[config.mk]
export PLATFORM = sky130hd
export DESIGN_NAME = clint_timer
export DESIGN_NICKNAME = d
export VERILOG_FILES = /design/src/rtl/clint_timer.sv
export SDC_FILE = /design/constraint.sdc
export NUM_CORES = 1
export LEC_CHECK = 0
export BUFFER_PORTS_ARGS = -buffer_cell sky130_fd_sc_hd__clkbuf_2
export CORE_MARGIN = 8
export CORE_UTILIZATION = 50
export DETAILED_ROUTE_END_ITERATION = 8
export GPL_TIMING_DRIVEN = 0
export PLACE_DENSITY = 0.68
export SLEW_MARGIN = 15
export SYNTH_ARGS = -nofsm -noshare
export SYNTH_HDL_FRONTEND = slang
export SYNTH_SLANG_ARGS = --single-unit
[constraint.sdc]
create_clock -name clk -period 7.78 [get_ports clk]
set_clock_uncertainty 0.15 [all_clocks]
set_input_delay 0.389 -clock clk [delete_from_list [all_inputs] [get_ports clk]]
set_output_delay 0.389 -clock clk [all_outputs]
set_load 0.01 [all_outputs]
[src/rtl/clint_timer.sv]
// -----------------------------------------------------------------------------
// clint_timer
//
// Core-local interruptor: machine timer (mtime / mtimecmp) and machine
// software-interrupt (msip) registers for NUM_HARTS harts, reached through a
// simple req/ready bus slave port.
//
// Parameters
//   NUM_HARTS : number of harts served (1..16)
//   PRESCALE  : clk cycles per mtime increment (>= 1)
//   LATENCY   : cycles from the accept edge until bus_ready is sampled (>= 1)
//
// Ports
//   clk        system clock
//   rst        asynchronous, active-high reset
//   bus_addr   byte address, only [15:2] decoded ([1:0] ignored)
//   bus_wdata  write data
//   bus_be     byte enables, bit i qualifies bits [8i+7:8i]
//   bus_we     1 = write, 0 = read
//   bus_req    request, held by the master until bus_ready
//   bus_rdata  read data, valid while bus_ready = 1 (0 for writes)
//   bus_ready  one-cycle completion pulse
//   timer_irq  per-hart machine timer interrupt (registered)
//   soft_irq   per-hart machine software interrupt (registered)
//
// Register map (offset = bus_addr[15:0])
//   0x0000 + 4h : msip[h] (bit 0)
//   0x4000 + 8h : mtimecmp[h] low word, 0x4004 + 8h : high word
//   0xBFF8      : mtime low word,       0xBFFC      : high word
//   anything else reads 0, ignores writes, and still completes the handshake
// -----------------------------------------------------------------------------
module clint_timer #(
  parameter int NUM_HARTS = 2,
  parameter int PRESCALE  = 1,
  parameter int LATENCY   = 1
) (
  input  logic                 clk,
  input  logic                 rst,
  input  logic [31:0]          bus_addr,
  input  logic [31:0]          bus_wdata,
  input  logic [3:0]           bus_be,
  input  logic                 bus_we,
  input  logic                 bus_req,
  output logic [31:0]          bus_rdata,
  output logic                 bus_ready,
  output logic [NUM_HARTS-1:0] timer_irq,
  output logic [NUM_HARTS-1:0] soft_irq
);

  localparam int PW = (PRESCALE > 1) ? $clog2(PRESCALE) : 1;
  localparam int CW = (LATENCY > 1) ? $clog2(LATENCY) : 1;

  localparam logic [PW-1:0] PRESC_MAX = PW'(PRESCALE - 1);
  localparam logic [CW-1:0] CNT_LOAD  = CW'(LATENCY - 1);

  // Word indices (byte offset >> 2) of the register blocks.
  localparam logic [13:0] MSIP_IDX     = 14'h0000;
  localparam logic [13:0] CMP_IDX      = 14'h1000;
  localparam logic [13:0] MTIME_LO_IDX = 14'h2FFE;
  localparam logic [13:0] MTIME_HI_IDX = 14'h2FFF;

  typedef enum logic [1:0] {
    IDLE = 2'd0,
    WAIT = 2'd1,
    RESP = 2'd2
  } state_e;

  state_e               state_q, state_d;
  logic [CW-1:0]        cnt_q, cnt_d;
  logic                 accept;

  // Transaction fields captured on the accept edge.
  logic [13:0]          widx_q;
  logic [31:0]          wdata_q;
  logic [3:0]           be_q;
  logic                 we_q;

  logic [PW-1:0]        presc_q, presc_d;
  logic                 tick;
  logic [63:0]          mtime_q, mtime_d;
  logic [63:0]          mtimecmp_q [NUM_HARTS];
  logic [63:0]          mtimecmp_d [NUM_HARTS];
  logic [NUM_HARTS-1:0] msip_q, msip_d;
  logic [NUM_HARTS-1:0] timer_irq_q, timer_irq_d;
  logic [NUM_HARTS-1:0] soft_irq_q;

  logic                 wr_en;
  logic                 mtime_wr_lo, mtime_wr_hi;
  logic [31:0]          rd_word;

  // Upper address bits are decoded outside this block; the low two are
  // ignored because every access is treated as word aligned.
  logic                 unused_addr_bits;
  assign unused_addr_bits = ^{bus_addr[31:16], bus_addr[1:0]};

  function automatic logic [31:0] merge_bytes(input logic [31:0] old_w,
                                              input logic [31:0] new_w,
                                              input logic [3:0]  be);
    logic [31:0] res;
    res = old_w;
    for (int i = 0; i < 4; i++) begin
      if (be[i]) res[8*i +: 8] = new_w[8*i +: 8];
    end
    return res;
  endfunction

  // ---------------------------------------------------------------------------
  // Handshake FSM
  // ---------------------------------------------------------------------------
  always_comb begin
    state_d = state_q;
    cnt_d   = cnt_q;
    accept  = 1'b0;
    unique case (state_q)
      IDLE: begin
        if (bus_req) begin
          accept  = 1'b1;
          cnt_d   = CNT_LOAD;
          state_d = (LATENCY == 1) ? RESP : WAIT;
        end
      end
      WAIT: begin
        // The counter holds the WAIT cycles still to spend; leave as it
        // decrements to zero so RESP is entered LATENCY-1 edges after accept.
        cnt_d = cnt_q - 1'b1;
        if (cnt_q == CW'(1)) state_d = RESP;
      end
      RESP: begin
        state_d = IDLE;
      end
      default: begin
        state_d = IDLE;
      end
    endcase
  end

  always_ff @(posedge clk) begin
    if (accept) begin
      widx_q  <= bus_addr[15:2];
      wdata_q <= bus_wdata;
      be_q    <= bus_be;
      we_q    <= bus_we;
    end
  end

  assign wr_en       = (state_q == RESP) && we_q;
  assign mtime_wr_lo = wr_en && (be_q != 4'b0000) && (widx_q == MTIME_LO_IDX);
  assign mtime_wr_hi = wr_en && (be_q != 4'b0000) && (widx_q == MTIME_HI_IDX);

  // ---------------------------------------------------------------------------
  // Read mux (current register values, i.e. before any same-cycle tick)
  // ---------------------------------------------------------------------------
  always_comb begin
    rd_word = 32'h0;
    if (widx_q == MTIME_LO_IDX) rd_word = mtime_q[31:0];
    if (widx_q == MTIME_HI_IDX) rd_word = mtime_q[63:32];
    for (int h = 0; h < NUM_HARTS; h++) begin
      if (widx_q == MSIP_IDX + 14'(h))       rd_word = {31'b0, msip_q[h]};
      if (widx_q == CMP_IDX + 14'(2*h))      rd_word = mtimecmp_q[h][31:0];
      if (widx_q == CMP_IDX + 14'(2*h + 1))  rd_word = mtimecmp_q[h][63:32];
    end
  end

  assign bus_ready = (state_q == RESP);
  assign bus_rdata = ((state_q == RESP) && !we_q) ? rd_word : 32'h0;

  // ---------------------------------------------------------------------------
  // mtime prescaler and counter
  // ---------------------------------------------------------------------------
  always_comb begin
    tick    = (presc_q == PRESC_MAX);
    presc_d = tick ? '0 : presc_q + 1'b1;
    mtime_d = tick ? mtime_q + 64'd1 : mtime_q;
    // A bus write suppresses that cycle's increment entirely: unwritten bytes
    // keep their pre-tick value, and the low word never carries upward.
    if (mtime_wr_lo) begin
      mtime_d = {mtime_q[63:32], merge_bytes(mtime_q[31:0], wdata_q, be_q)};
    end else if (mtime_wr_hi) begin
      mtime_d = {merge_bytes(mtime_q[63:32], wdata_q, be_q), mtime_q[31:0]};
    end
  end

  // ---------------------------------------------------------------------------
  // mtimecmp / msip write path and interrupt compare
  // ---------------------------------------------------------------------------
  always_comb begin
    msip_d = msip_q;
    for (int h = 0; h < NUM_HARTS; h++) begin
      mtimecmp_d[h] = mtimecmp_q[h];
      if (wr_en && be_q[0] && (widx_q == MSIP_IDX + 14'(h))) begin
        msip_d[h] = wdata_q[0];
      end
      if (wr_en && (widx_q == CMP_IDX + 14'(2*h))) begin
        mtimecmp_d[h][31:0] = merge_bytes(mtimecmp_q[h][31:0], wdata_q, be_q);
      end
      if (wr_en && (widx_q == CMP_IDX + 14'(2*h + 1))) begin
        mtimecmp_d[h][63:32] = merge_bytes(mtimecmp_q[h][63:32], wdata_q, be_q);
      end
    end
  end

  always_comb begin
    timer_irq_d = '0;
    for (int h = 0; h < NUM_HARTS; h++) begin
      timer_irq_d[h] = (mtime_q >= mtimecmp_q[h]);
    end
  end

  always_ff @(posedge clk or posedge rst) begin
    if (rst) begin
      state_q     <= IDLE;
      cnt_q       <= '0;
      presc_q     <= '0;
      mtime_q     <= '0;
      msip_q      <= '0;
      timer_irq_q <= '0;
      soft_irq_q  <= '0;
      for (int h = 0; h < NUM_HARTS; h++) begin
        mtimecmp_q[h] <= '1;
      end
    end else begin
      state_q     <= state_d;
      cnt_q       <= cnt_d;
      presc_q     <= presc_d;
      mtime_q     <= mtime_d;
      msip_q      <= msip_d;
      timer_irq_q <= timer_irq_d;
      soft_irq_q  <= msip_q;
      for (int h = 0; h < NUM_HARTS; h++) begin
        mtimecmp_q[h] <= mtimecmp_d[h];
      end
    end
  end

  assign timer_irq = timer_irq_q;
  assign soft_irq  = soft_irq_q;

endmodule
======== Yosys cells after proc, flatten, opt, wreduce, memory -nomap -nowiden ========
Index checks and enable logic that the tools add are counted.
word-level totals
  logic and storage cells ................. 130
  bits in registers ....................... 253
cells by class
  bitwise gates (word level) .............. 1
  $add $sub $neg .......................... 3
  order comparisons ....................... 2
  mux-type cells .......................... 24
  reductions and logical operators ........ 43
  equality and inequality tests ........... 22
operators by type and width
  cell                                                    count
  2-to-1 mux 32 bit                                       10
  >= comparator 64 bit                                    2
  2-to-1 mux 64 bit                                       2
  adder 64 x 1 -> 64 bit (second input constant)          1
  equality test 14 x 13 -> 1 bit (second input constant)  4
  AND reduction 2 bit                                     18
  2-to-1 mux 8 bit                                        4
  equality test 14 bit (second input constant)            2
  AND reduction 3 bit                                     8
  inequality test 2 bit (second input constant)           11
  equality test 14 x 1 -> 1 bit (second input constant)   1
  zero test 14 bit                                        1
  logical AND 1 bit                                       12
  2-to-1 mux 1 bit                                        4
  2-to-1 mux 2 bit                                        2
  inequality test 2 x 1 -> 1 bit (second input constant)  2
  case mux 2 bit (2 select lines)                         1
  nonzero test 4 bit                                      1
  equality test 2 x 1 -> 1 bit (second input constant)    1
  equality test 2 bit (second input constant)             1
  zero test 2 bit                                         1
  case mux 1 bit (2 select lines)                         1
  nonzero test 2 bit                                      1
  adder 1 bit (second input constant)                     1
  3 further kinds                                         3

======== Logic depth before layout (Yosys ltp) ========
Gate-level depths: netlist of run 1.
  depth in word-level cells ............... 10
  gate-level depth with buffers ........... 10
  gate-level depth less buffers ........... 8

======== Least setup slack after synthesis of run 1 ========
Ideal clock, no wire load.
  kind .................................... register to register
  from .................................... register state_q[1]
  to ...................................... register be_q[0], enable pin
  period minus slack after synthesis ...... 3337 ps
  setup slack ............................. 4443 ps
  data required time ...................... 7165 ps
  arrival time ............................ 2721 ps
  cell stages (with the launch flop) ...... 2
  cells stage by stage .................... dfrtp_1 -> nor2b_1
between the ends
  longest elaborated chain between the ends .. 2
RTL lines
  element                 line  text
  start, declared         68    state_e state_q, state_d;
  start signal, assigned  222   state_q <= state_d;
  zero test 2 bit         114   unique case (state_q)
  2-to-1 mux 1 bit        114
  named net accept        70    logic accept;
  end signal, assigned    141   be_q <= bus_be;
  end, declared           75    logic [3:0] be_q;
The timed path passes the listed nets, and every way through them passes these cells.
A chain may end at the register's enable or synchronous reset.

======== Final worst setup path of run 1 ========
  from .................................... register widx_q[6]
  to ...................................... output port bus_rdata[11]
between the ends
  longest elaborated chain between the ends .. 10
RTL lines
  element                 line  text
  start, declared         73    logic [13:0] widx_q;
  start signal, assigned  139   widx_q <= bus_addr[15:2];
  equality test 14 bit    155   if (widx_q == MTIME_LO_IDX) rd_word = mtime_q[31:0];
  2-to-1 mux 32 bit       155
  2-to-1 mux 32 bit       156   if (widx_q == MTIME_HI_IDX) rd_word = mtime_q[63:32];
  2-to-1 mux 32 bit       158   if (widx_q == MSIP_IDX + 14'(h)) rd_word = {31'b0, msip_q[h]};
  2-to-1 mux 32 bit       159   if (widx_q == CMP_IDX + 14'(2*h)) rd_word = mtimecmp_q[h][31:0];
  2-to-1 mux 32 bit       160   if (widx_q == CMP_IDX + 14'(2*h + 1)) rd_word = mtimecmp_q[h][63:32];
  2-to-1 mux 32 bit       158
  2-to-1 mux 32 bit       159
  2-to-1 mux 32 bit *     160
  2-to-1 mux 32 bit *     165   assign bus_rdata = ((state_q == RESP) && !we_q) ? rd_word : 32'h0;
  end, declared           44    output logic [31:0] bus_rdata,
Every way passes the cells marked *; elsewhere a longest branch is shown, timed or not.

==> results of run 1 <==
==> per-stage QoR <==
step                      total power [mW]  worst slack, ps
after floorplan                       1.55             2030
after global placement                1.66             -613
after detailed placement              1.67             3600
after CTS                             3.00             3000
after global routing                  3.08             2790
final                                 2.99             2820
==> synth_stat cells, types with 34 or more instances <==
master | instances | area (um^2)
nand2_1 | 205 | 769
o21ai_0 | 159 | 796
inv_1 | 145 | 544
ha_1 | 129 | 1610
dfstp_2 | 128 | 3360
a21oi_1 | 81 | 405
dfrtp_1 | 71 | 1780
nor2_1 | 70 | 263
a22oi_1 | 55 | 413
edfxtp_1 | 51 | 1530
clkbuf_1 | 49 | 184
nand3_1 | 41 | 205
nand4_1 | 41 | 257
a31oi_1 | 37 | 231
nor3_1 | 34 | 170
==> cell usage in the layout, fill, tap and decap left out, types with 22 or more instances in the layout <==
cell	count
nand2_1	205
o21ai_0	159
inv_1	144
ha_1	129
dfstp_2	128
clkbuf_2	90
a21oi_1	81
dfrtp_1	71
nor2_1	70
clkbuf_1	58
a22oi_1	55
dlygate4sd3_1	53
edfxtp_1	51
nand3_1	41
nand4_1	41
a31oi_1	37
nor3_1	34
clkbuf_16	29
and3_1	27
a211oi_1	27
a222oi_1	22
==> area by class of cell <==
cell class,count,area (um^2)
inverters,145,552
repair buffers,148,1080
fillers,2670,12100
multi-input cells,1164,7650
clock buffers,42,815
well taps,390,488
flip-flops and latches,250,6670
clock inverters,12,87.6
plain buffers,73,310
==> power breakdown <==
group,leakage [nW],switching (mW),total (mW),internal [mW]
clock,0.445,0.563,1.32,0.755
combinational,3.80,0.136,0.228,0.0927
sequential,2.78,0.0656,1.44,1.38
total,7.02,0.764,2.99,2.23
==> state kept, by name (all words and copies together) (netlist names) <==
register    flops
we_q            1
widx_q         14
mtimecmp_q    128
state_q         1
wdata_q        32
mtime_q        64
soft_irq        2
be_q            4
msip_q          2
timer_irq       2
==> layer usage <==
| metal | up-vias | wire length [um] | global-route usage |
|---|---|---|---|
| met3 | 156 | 5490 | 0.0712 |
| li1 | 6422 | - | - |
| met5 | - | 0 | 0 |
| met2 | 720 | 25100 | 0.481 |
| met4 | 0 | 2620 | 0.128 |
| met1 | 6882 | 24100 | 0.420 |
==> critical path, stage by stage (launching register included) <==
cell      delay [ps]
edfxtp_1         400
or4_1            570
nor4_2           440
nor3b_4          780
clkbuf_1         980
a22oi_1          180
a31oi_1          310
clkbuf_2         180
==> path summary, 6_finish.rpt <==
kind,startpoint,depth (start not counted),end
hold reg to reg,msip_q[0],0,soft_irq[0]
setup reg to reg,widx_q[12],7,mtime_q[17]
max in group asynchronous,rst,5,mtimecmp_q[63]
setup / recovery,widx_q[6],7,bus_rdata[11]
hold / removal,rst,3,timer_irq[0]
min in group clk,msip_q[0],0,soft_irq[0]
==> cell families after synthesis <==
logic type	Yosys count	synth area share
xor+xnor	1	0.000578
buf+inv	218	0.0563
mux	24	0.0173
simple gates	507	0.166
flops	250	0.440
fa+ha+maj	129	0.106
compound gates	503	0.214
==> flow_metrics.tcl, run 1 <==
set metrics [dict create \
    hold_buffers 53 \
    cts_num_sinks 250 \
    synth_edf_count 51 \
    ctsResizeCount 0 \
    h-tree-depth 1 \
    fin_setup_tns_ps 0 \
    synth.net_count 1833 \
    clock-root-buffer "clkbuf_16" \
    startpoint_type "register" \
    cts_tree "built" \
    fin_cells 2224 \
    ant_nets 0 \
    finalSetupViolations 0 \
    drive_gt1_frac 0.176 \
    tightestPinTransition_ps 1260 \
    cts_buffer_depth 3 \
    async_reset_ff_frac 0.796 \
    finalHoldViolCount 0 \
    antennaDiodeCount 0 \
    std_cell_rows 63 \
    crit_fanout 10 \
    fin_crit_sh 0.638 \
    status "finished, final reports clean" \
    dr.pass1.iters 6 \
    area_growth_pct 16.4 \
    place_congestion 1.01 \
    via_per_inst 6.38 \
    drt-initial-drc-count 1608 \
    grt_pass1_vias 14000 \
    crit_arrival_ps 4420 \
    cap_violations 0 \
    grt_overflow 0 \
    powerDensity_nw_per_um2 169 \
    fin_crit_ps 4960 \
    cp.required_ps 7240 \
    drcViolationCount 0 \
    ir_worst_vdd_mv 0.195 \
    rsz0062_at_grt "false" \
    grt_pass1_wl_um 86400 \
    holdWs_ps 192 \
    synth_cells 1632 \
    dieArea_um2 36200 \
    die_w_um 190 \
    clock_latency_ps 580 \
    slew_headroom 0.150 \
    yosysSeqAreaShare 0.440 \
    nets 2012 \
    die_y_um 190 \
    io_buffers 90 \
    postCtsSetupBuffers 0 \
    leakage_nw 7.02 \
    synth_area_um2 15200 \
    timing.fmax_ghz 0.202 \
    placed_cell_area_um2 16200 \
    clkTransAtPathRegs_ps 60 \
    synth_cell_types 77 \
    setup.worst_path.class "register to output pin" \
    hpwl_um 41300 \
    drv_slew 0 \
    core_area_um2 29800 \
    grt_max_degree 87 \
    vias 14200 \
    critPathCaptureType "output pin" \
    yosysWarnings 0 \
    avgSynthCellArea_um2 9.29 \
    synthFlopType "dfstp_2" \
    ys_ff_latch 250 \
    antenna_found_initial 0 \
    stdcell_area_um2 17700 \
    ff2ff_setup_slack_ps 4080 \
    io-pin-count 109 \
    routedWlPerCell_um 25.8 \
    hp-class "input port to asynchronous set/reset pin" \
    place_inst 2117 \
    drt-total-wl_um 57300 \
    fin_util 0.593 \
    numCtsBuffers 29 \
    initial_core_util 0.509 \
    grt.total_usage 0.312 \
]
(Power assumes the default switching activity.)
==> run 2, diff against run 1 <==
ABC_AREA = 1   (was unset)
clock period = 4.6 ns   (was 7.78 ns; I/O delays follow)
==> run 2 against run 1 <==
  * Hold slack got worse by 70 ps
  * Sequential share of layout area decreased by 3.9 points
  * Design area grew 12%
  * First-iteration DRC count grew 17%
  * Global-route usage increased by 1.7 points
  * Count of clock-buffer cells in the layout unchanged
  * Non-clock buffer count fell by 15
  * Area after synthesis rose by 12%
  * Critical path type unchanged
==> flow_metrics.tcl, run 2 <==
set metrics [dict create \
    slew_headroom 0.186 \
    reg.largest.list "mtimecmp_q: 128 flops, mtime_q: 64 flops, wdata_q: 32 flops" \
    drv_slew 0 \
    regArea_um2 6670 \
    place_congestion 1.09 \
    cap_violations 0 \
    ctsResizeCount 0 \
    tightestPinTransition_ps 1210 \
    dieArea_um2 40100 \
    internal_power_mw 4.01 \
    h-tree-depth 1 \
    total_power_mw 5.40 \
    largest_reg_flops 128 \
    numCtsBuffers 30 \
    clock-root-buffer "clkbuf_16" \
    finalHoldViolCount 0 \
    drive_gt1_frac 0.148 \
    core_area_um2 33400 \
    powerDensity_nw_per_um2 274 \
    clkTransAtPathRegs_ps 70 \
    drt-initial-drc-count 1886 \
    clock_latency_ps 580 \
    ant_nets 0 \
    yosysWarnings 0 \
    cp.required_ps 4220 \
    drt-total-wl_um 67900 \
    finalSetupViolations 0 \
    yosys.area.top_type "dfstp_2" \
    yosysSeqAreaShare 0.393 \
    routedWlPerCell_um 22.7 \
    hp-class "input port to asynchronous set/reset pin" \
    die_w_um 200 \
    grt.total_usage 0.329 \
    antennaDiodeCount 0 \
    synth_area_um2 17000 \
    timing.fmax_ghz 0.278 \
    cts_tree "built" \
    vias 17200 \
    cts_buffer_depth 3 \
    antenna_found_initial 0 \
    crit_fanout 10 \
    grt_max_degree 37 \
    synth_common_cells "nand2_1, inv_1, nor2_1, o21ai_0, a21oi_1" \
    fill_cells 3141 \
    via_per_inst 5.78 \
    cts_num_sinks 250 \
    switching_power_mw 1.39 \
    sw_frac_of_total 0.257 \
    grt_pass1_wl_um 101000 \
    synth_cells 2331 \
    layout_commonest_cell "nand2_1" \
    placed_cell_area_um2 18200 \
    io_buffers 90 \
    comb_power_share 0.089 \
    layout_common_cells "nand2_1, inv_1, nor2_1" \
    synth_cell_types 44 \
    io-pin-count 109 \
    synth.most_common_cell "nand2_1" \
    drcViolationCount 0 \
    grt_overflow 0 \
    dr.pass1.iters 6 \
    crit_arrival_ps 3210 \
    timing.final.ws_setup_ps 1010 \
    setup.worst_path.class "register to output pin" \
    async_reset_ff_frac 0.796 \
    hpwl_um 52500 \
    status "finished, final reports clean" \
    leakage_nw 8.37 \
    ys_ff_latch 250 \
    nets 2715 \
    synthFlopType "dfstp_2" \
    ir_worst_vdd_mv 0.337 \
    std_cell_rows 67 \
    synth_edf_count 51 \
    stdcell_area_um2 19700 \
    critPathCaptureType "output pin" \
    fin_crit_ps 3590 \
    ys_top_cells_by_area "dfstp_2, nand2_1, dfrtp_1" \
    multi_input_area_um2 8860 \
    area_growth_pct 16.2 \
    grt_pass1_vias 16500 \
    initial_core_util 0.507 \
    avgSynthCellArea_um2 7.28 \
    synth.net_count 2532 \
    power.share.clock 0.462 \
    fin_setup_tns_ps 0 \
    yosys.area.top_type_share 0.198 \
    pwr-share-seq 0.449 \
    fin_crit_sh 0.781 \
    rsz0062_at_grt "false" \
    regMostFlops "mtimecmp_q" \
    die_y_um 200 \
    place_ws_ps 1720 \
    startpoint_type "register" \
]
## run 2: cell types whose count changed after synthesis, moves of 49 or more
cell     change
nand2_1    +456
nor2_1     +170
a21oi_1     +55
nand3_1     +89
o21ai_0     +49
a22oi_1     -55
inv_1      +151
## run 2: cell type report
| class | count | area share |
|---|---|---|
| Buffer | 55 | 0.0149 |
| Inverter | 307 | 0.0587 |
| Clock buffer | 42 | 0.0430 |
| Timing Repair Buffer | 151 | 0.0583 |
| Tap cell | 448 | 0.0284 |
| Sequential cell | 250 | 0.338 |
| Multi-Input combinational cell | 1719 | 0.450 |
| Clock inverter | 14 | 0.00876 |
## run 2: power groups by stage
stage               combinational, mW  clock [mW]  sequential (mW)
finish                          0.481        2.50             2.42
global route                    0.534        2.59             2.43
CTS                             0.480        2.52             2.42
detailed placement              0.441           0             2.46
global placement                0.411           0             2.46
floorplan                       0.265           0             2.42
## run 2: critical path, stage by stage, from the launching register on
cell      delay, ps
edfxtp_1        450
nor2_2          190
nand3_1         180
nor2_2          260
clkbuf_1        780
nand2_1         140
o211ai_1        150
nor2_1           80
a21oi_1         210
clkbuf_2        180
## run 2: through the flow
stage / utilization / hold WS [ps] / instances
CTS: 0.589 / 110 / 2986
detailed placement: 0.543 / 163 / 2877
finish: 0.589 / 121 / 2986
floorplan: - / 179 / 2331
global route: 0.589 / 153 / 2986
global placement: 0.537 / 249 / 2869
## run 2: worst paths after layout
kind | from | slack (ps) | cells past startpoint | to
max reg2reg | widx_q[11] | 1630 | 8 | mtimecmp_q[18]
max | widx_q[12] | 1010 | 9 | bus_rdata[24]
min in group clk | bus_wdata[12] | 200 | 2 | wdata_q[12]
min reg2reg | msip_q[1] | 250 | 0 | soft_irq[1]
max in group asynchronous | rst | 3090 | 6 | mtimecmp_q[25]
min | rst | 120 | 3 | mtime_q[4]
## run 2: cells by family (layout without fill, tap and decap cells)
family | after synthesis | after routing | share of synthesized area
AO/OA/AOI/OAI | 426 | 426 | 0.134
XOR/XNOR | 17 | 17 | 0.00878
adder cells (fa/ha/maj) | 129 | 129 | 0.0952
buffers and inverters | 362 | 569 | 0.0852
flip-flops | 250 | 250 | 0.393
AND/OR/NAND/NOR | 1147 | 1147 | 0.284
## run 2: layer usage
| layer | GRT usage | wire (um) |
|---|---|---|
| met5 | 0 | 0 |
| met3 | 0.0573 | 6420 |
| met2 | 0.503 | 29400 |
| met1 | 0.450 | 28900 |
| met4 | 0.149 | 3200 |
## run 2: repair_timing
item,CTS,global route
hold buffers,53,0
buffers inserted,0,0
hold endpoints to repair,108,0
